<file path="src/rtl/cpu_pipe_pkg.sv">
// Shared pipeline definitions: controller state encoding, instruction width
// and the NOP encoding loaded into IF/ID on a flush.
package cpu_pipe_pkg;

   localparam int unsigned INSTR_W = 16;

   localparam logic [INSTR_W-1:0] NOP_INSTR = '0;

   typedef enum logic [1:0] {
      RUN   = 2'd0,
      STALL = 2'd1,
      FLUSH = 2'd2
   } state_t;

endpackage

</file>
<file path="src/rtl/pipe_stall_ctrl_if.sv">
// IF/ID stall-control bundle between the hazard/branch logic and the
// pipe_stall_ctrl block. Optional macro: STALL_PERF_CNT_EN adds stall_cnt.
interface pipe_stall_ctrl_if;
   import cpu_pipe_pkg::*;

   logic               hz_stall;
   logic [1:0]         hz_cycles;
   logic               br_flush;
   logic [INSTR_W-1:0] if_instr;
   logic [INSTR_W-1:0] if_pc1;
   logic               pc_en;
   logic [INSTR_W-1:0] id_instr;
   logic [INSTR_W-1:0] id_pc1;
   logic               id_valid;
   logic               ex_bubble;
   logic               busy;
`ifdef STALL_PERF_CNT_EN
   logic [15:0]        stall_cnt;

   modport master (
      output hz_stall, hz_cycles, br_flush, if_instr, if_pc1,
      input  pc_en, id_instr, id_pc1, id_valid, ex_bubble, busy, stall_cnt
   );

   modport slave (
      input  hz_stall, hz_cycles, br_flush, if_instr, if_pc1,
      output pc_en, id_instr, id_pc1, id_valid, ex_bubble, busy, stall_cnt
   );
`else
   modport master (
      output hz_stall, hz_cycles, br_flush, if_instr, if_pc1,
      input  pc_en, id_instr, id_pc1, id_valid, ex_bubble, busy
   );

   modport slave (
      input  hz_stall, hz_cycles, br_flush, if_instr, if_pc1,
      output pc_en, id_instr, id_pc1, id_valid, ex_bubble, busy
   );
`endif

endinterface

</file>
<file path="src/rtl/pipe_stall_ctrl.sv">
// Pipeline stall/flush controller: owns the IF/ID register, gates the PC
// and injects ID/EX bubbles for load-use stalls and taken branches.
// Optional macro: STALL_PERF_CNT_EN adds a saturating stall-cycle counter.
module pipe_stall_ctrl
   import cpu_pipe_pkg::*;
(
   input  logic              clk,
   input  logic              rst_n,
   pipe_stall_ctrl_if.slave  bus
);

   state_t             state, state_nxt;
   logic [1:0]         cnt, cnt_nxt;
   logic [1:0]         n_req;
   logic               pc_en_c;
   logic               bubble_c;
   logic               load_c;
   logic               flush_c;
   logic [INSTR_W-1:0] id_instr_q;
   logic [INSTR_W-1:0] id_pc1_q;
   logic               id_valid_q;

   // Next-state and combinational pipeline controls; flush outranks stall.
   always_comb begin
      state_nxt = state;
      cnt_nxt   = cnt;
      pc_en_c   = 1'b1;
      bubble_c  = 1'b0;
      load_c    = 1'b0;
      flush_c   = 1'b0;
      n_req     = (bus.hz_cycles == 2'd0) ? 2'd1 : bus.hz_cycles;
      unique case (state)
         RUN: begin
            if (bus.br_flush) begin
               bubble_c  = 1'b1;
               flush_c   = 1'b1;
               cnt_nxt   = '0;
               state_nxt = FLUSH;
            end else if (bus.hz_stall) begin
               pc_en_c   = 1'b0;
               bubble_c  = 1'b1;
               cnt_nxt   = n_req - 2'd1;
               state_nxt = (n_req > 2'd1) ? STALL : RUN;
            end else begin
               load_c    = 1'b1;
            end
         end
         STALL: begin
            if (bus.br_flush) begin
               bubble_c  = 1'b1;
               flush_c   = 1'b1;
               cnt_nxt   = '0;
               state_nxt = FLUSH;
            end else begin
               pc_en_c   = 1'b0;
               bubble_c  = 1'b1;
               // cnt<=1 rather than ==1 so a corrupted 0 can never wrap.
               if (cnt <= 2'd1) begin
                  cnt_nxt   = '0;
                  state_nxt = RUN;
               end else begin
                  cnt_nxt   = cnt - 2'd1;
               end
            end
         end
         FLUSH: begin
            bubble_c  = 1'b1;
            flush_c   = 1'b1;
            cnt_nxt   = '0;
            state_nxt = RUN;
         end
         default: begin
            cnt_nxt   = '0;
            state_nxt = RUN;
         end
      endcase
      // Outputs are forced to their idle values for the whole reset window.
      if (!rst_n) begin
         pc_en_c  = 1'b1;
         bubble_c = 1'b0;
      end
   end

   // Controller state and remaining-cycle counter.
   always_ff @(posedge clk or negedge rst_n) begin
      if (!rst_n) begin
         state <= RUN;
         cnt   <= '0;
      end else begin
         state <= state_nxt;
         cnt   <= cnt_nxt;
      end
   end

   // IF/ID register: load on free run, NOP on flush, hold otherwise.
   always_ff @(posedge clk or negedge rst_n) begin
      if (!rst_n) begin
         id_instr_q <= NOP_INSTR;
         id_pc1_q   <= '0;
         id_valid_q <= 1'b0;
      end else if (flush_c) begin
         id_instr_q <= NOP_INSTR;
         id_pc1_q   <= '0;
         id_valid_q <= 1'b0;
      end else if (load_c) begin
         id_instr_q <= bus.if_instr;
         id_pc1_q   <= bus.if_pc1;
         id_valid_q <= 1'b1;
      end
   end

`ifdef STALL_PERF_CNT_EN
   logic [15:0] stall_cnt_q;

   // Saturating count of clock edges on which the PC was frozen.
   always_ff @(posedge clk or negedge rst_n) begin
      if (!rst_n) begin
         stall_cnt_q <= '0;
      end else if (!pc_en_c && (stall_cnt_q != '1)) begin
         stall_cnt_q <= stall_cnt_q + 16'd1;
      end
   end

   assign bus.stall_cnt = stall_cnt_q;
`endif

   assign bus.pc_en     = pc_en_c;
   assign bus.ex_bubble = bubble_c;
   assign bus.busy      = (state != RUN);
   assign bus.id_instr  = id_instr_q;
   assign bus.id_pc1    = id_pc1_q;
   assign bus.id_valid  = id_valid_q;

endmodule

</file>
<file path="src/flat_wrapper.sv">
// flat-port wrapper written by rule: the top's interface ports become plain ports
module pipe_stall_ctrl_flat import cpu_pipe_pkg::*;
  (clk, rst_n, bus_hz_stall, bus_hz_cycles, bus_br_flush, bus_if_instr, bus_if_pc1, bus_pc_en, bus_id_instr, bus_id_pc1, bus_id_valid, bus_ex_bubble, bus_busy);
  pipe_stall_ctrl_if bus_i ();
  input  logic clk;
  input  logic rst_n;
  input wire logic [$bits(bus_i.hz_stall)-1:0] bus_hz_stall;
  input wire logic [$bits(bus_i.hz_cycles)-1:0] bus_hz_cycles;
  input wire logic [$bits(bus_i.br_flush)-1:0] bus_br_flush;
  input wire logic [$bits(bus_i.if_instr)-1:0] bus_if_instr;
  input wire logic [$bits(bus_i.if_pc1)-1:0] bus_if_pc1;
  output wire logic [$bits(bus_i.pc_en)-1:0] bus_pc_en;
  output wire logic [$bits(bus_i.id_instr)-1:0] bus_id_instr;
  output wire logic [$bits(bus_i.id_pc1)-1:0] bus_id_pc1;
  output wire logic [$bits(bus_i.id_valid)-1:0] bus_id_valid;
  output wire logic [$bits(bus_i.ex_bubble)-1:0] bus_ex_bubble;
  output wire logic [$bits(bus_i.busy)-1:0] bus_busy;
  assign bus_i.hz_stall = bus_hz_stall;
  assign bus_i.hz_cycles = bus_hz_cycles;
  assign bus_i.br_flush = bus_br_flush;
  assign bus_i.if_instr = bus_if_instr;
  assign bus_i.if_pc1 = bus_if_pc1;
  assign bus_pc_en = bus_i.pc_en;
  assign bus_id_instr = bus_i.id_instr;
  assign bus_id_pc1 = bus_i.id_pc1;
  assign bus_id_valid = bus_i.id_valid;
  assign bus_ex_bubble = bus_i.ex_bubble;
  assign bus_busy = bus_i.busy;
  pipe_stall_ctrl u_core (.clk(clk), .rst_n(rst_n), .bus(bus_i));
endmodule
</file>
<file path="config.mk">
export PLATFORM = sky130hd
export DESIGN_NAME = pipe_stall_ctrl_flat
export DESIGN_NICKNAME = d
export VERILOG_FILES = /design/src/rtl/cpu_pipe_pkg.sv /design/src/rtl/pipe_stall_ctrl_if.sv /design/src/rtl/pipe_stall_ctrl.sv /design/src/flat_wrapper.sv
export SDC_FILE = /design/constraint.sdc
export NUM_CORES = 1
export LEC_CHECK = 0
export ABC_AREA = 0
export BUFFER_PORTS_ARGS = -buffer_cell sky130_fd_sc_hd__buf_2
export CORE_AREA = 2 2 87 64
export DETAILED_ROUTE_END_ITERATION = 10
export DIE_AREA = 0 0 89 66
export PLACE_DENSITY_LB_ADDON = 0.08
export SYNTH_ARGS = -nofsm -noshare
export SYNTH_HDL_FRONTEND = slang
export SYNTH_SLANG_ARGS = --single-unit
export TNS_END_PERCENT = 5
</file>
<file path="constraint.sdc">
create_clock -name clk -period 3.1 [get_ports clk]
set_input_delay 0.465 -clock clk [delete_from_list [all_inputs] [get_ports clk]]
set_output_delay 0.465 -clock clk [all_outputs]
set_load 0.01 [all_outputs]
</file>
==> out/summary.txt <==
CTS tree: built
Die Span Y: 66 µm
Final nets: 232
Syn. warnings: 0
Mapped Area: 0.00156 mm²
number of diodes: 0
initial antenna violation count: 0
design area: 0.00208 mm²
most frequent cells in the layout: buf_2, dfrtp_1, a22o_1, a22o_2, clkbuf_8
Total Routing Usage GR: 0.134
num ports: 74
fraction of layout cells with a size suffix above 1: 0.547
setup bufs post-CTS: 0
HPWL Detailed: 2730 µm
worst-skew pair later-pin latency: 0.28 ns
Pwr Density: 569 mW/mm²
Yosys top cell area share: 0.592
Critical-path top delay cell: nor3_4
VDD IR-drop max: 0.194 mV
largest net degree at the start of global routing: 33
critical path capture point type: flop
crit path DAT: 2.33 ns
final setup fails: 0
Layout area overhead: 32.9%
crit path buf inv count: 2
CTS buffer count: 5
most common cell after layout, fill and taps aside: buf_2
Max Clock Freq: 0.473 GHz
Avg Synthesized Cell Area: 13.7 µm²
Hold Buf Count CTS: 0
maximum clock path buffer count: 2
Worst Path Max Fanout: 18
max_slew headroom: 0.606
fin crit share: 0.682
initial core utilization: 0.309
CP Cell Sequence: inv_1 > ha_1 > nor3b_2 > nor3_4 > buf_4 > a22o_2
CP delay by family, top: simple AND/OR/NAND/NOR gates
Post-CTS Resized: 0
die span in x: 89 µm
RePlAce Congestion: 0.754
Area contributors post-synth: dfrtp_1, a22o_2, a22o_1
Antenna Nets Post-Route: 0
final slew viol count: 0
Area after DPL: 0.00199 mm²
via count: 1239
first-pass GRT wire length: 5870 µm
core box area: 0.00506 mm²
vias in the first global route: 1242
RSZ-0062 raised after global routing: false
WS Path Type: flop to flop
Worst EP required: 3.32 ns
CP startpoint kind: flop
full die area: 0.00587 mm²
peak per-stage delay on the critical path: 0.54 ns
wire per inst: 14.1 µm
clock skew: 0.00474 ns
Rows: 22
measured slew at the worst slew-check pin: 0.590 ns
Seq/Total Area, Yosys: 0.592
H-Tree Level Count: 2
Synthesized Nets: 156
post-synthesis cell count: 114
Hold/Removal Path Class: input pin to async pin
GRT Residual Overflow: 0
Fill cells: 514
min Tclk post-route: 2.11 ns
max_cap viols: 0
status: finished clean
Root Driver: clkbuf_8
total negative slack: 0 ns
Leak Pwr: 1.13 nW
DR vias/cell: 4.73
initial DRC count: 31
CTS Sinks: 37
routed wire length: 3700 µm
flops & latches, synth: 37
final hold vios: 0
Clk pin slew, worst setup/hold paths: 0.07 ns
DRC Markers: 0
DRT Pass-1 Iters: 4
Cell variety after synth: 28
number of I/O port buffers: 73
Synth area leader: dfrtp_1
## path summary, 6_finish.rpt
path,start,end,slack [ns],cells after the start
setup / recovery,u_core.state[0],u_core.bus.id_instr[10],0.99,6
hold / removal,rst_n,u_core.bus.id_pc1[6],0.01,1
setup reg to reg,u_core.state[0],u_core.bus.id_instr[10],0.99,6
hold reg to reg,u_core.bus.id_pc1[10],u_core.bus.id_pc1[10],0.50,1
max in group asynchronous,rst_n,u_core.bus.id_instr[11],2.44,2
min in group clk,bus_if_pc1[10],u_core.bus.id_pc1[10],0.40,2
## final cells by class
type                    count  area [µm²]  share of cell area
flip-flops and latches     37         926               0.446
multi-input cells          65         564               0.272
clock inverters             1        7.51             0.00361
repair buffers             76         388               0.187
inverters                   5        18.8             0.00904
well taps                  72        90.1              0.0434
clock buffers               6        82.6              0.0398
## registers in the layout, summed over array words and instances (netlist names)
signal               cells
u_core.bus.id_instr     16
u_core.bus.id_pc1       16
u_core.bus.id_valid      1
u_core.cnt               2
u_core.state             2
## where the power goes
| part | total [mW] | switching [mW] | internal (mW) |
|---|---|---|---|
| logic | 0.280 | 0.158 | 0.122 |
| clock network | 0.336 | 0.161 | 0.176 |
| registers | 0.565 | 0.0309 | 0.534 |
## cells in the mapped netlist
cell type / number
o22ai_1: 1
inv_1: 5
nor3_1: 1
and2b_1: 1
o31ai_1: 1
buf_2: 3
or2_4: 1
a2bb2oi_1: 1
nand3b_1: 1
a22o_1: 17
nor3_4: 1
buf_6: 4
nor3_2: 1
nor3b_1: 1
dfrtp_1: 37
ha_1: 4
o21ai_0: 1
nand2_1: 4
nor2b_1: 1
nor2_1: 1
o2bb2ai_1: 1
a22o_2: 17
o2111ai_1: 1
a21oi_1: 4
o32ai_1: 1
and3b_1: 1
nor3b_2: 1
nand2b_1: 1
## logic make-up after synthesis
| group | count (synthesis) | synth area share |
|---|---|---|
| simple gates | 16 | 0.0737 |
| buf+inv | 12 | 0.0504 |
| flops | 37 | 0.592 |
| fa+ha+maj | 4 | 0.0320 |
| compound gates | 45 | 0.251 |
## through the flow
stage                     power [mW]  setup WS [ns]  utilization  hold WS, ns  cells
after CTS                       1.21          0.944        0.410       0.0124    262
after global placement         0.853           1.06        0.392        0.312    255
final                           1.18          0.987        0.410       0.0147    262
after detailed placement       0.860          0.957        0.392        0.319    255
after floorplan                0.739           1.47            -        0.169    114
after global routing            1.26          0.772        0.410      0.00375    262
## metal layers
layer | vias to the layer above | global-route usage | wire (µm)
met1 | 612 | 0.172 | 1710
met4 | 0 | 0.0504 | 38
li1 | 583 | - | -
met3 | 5 | 0.0412 | 220
met5 | - | 0 | 0
met2 | 39 | 0.212 | 1740
Power figures use the tool's default switching activity.
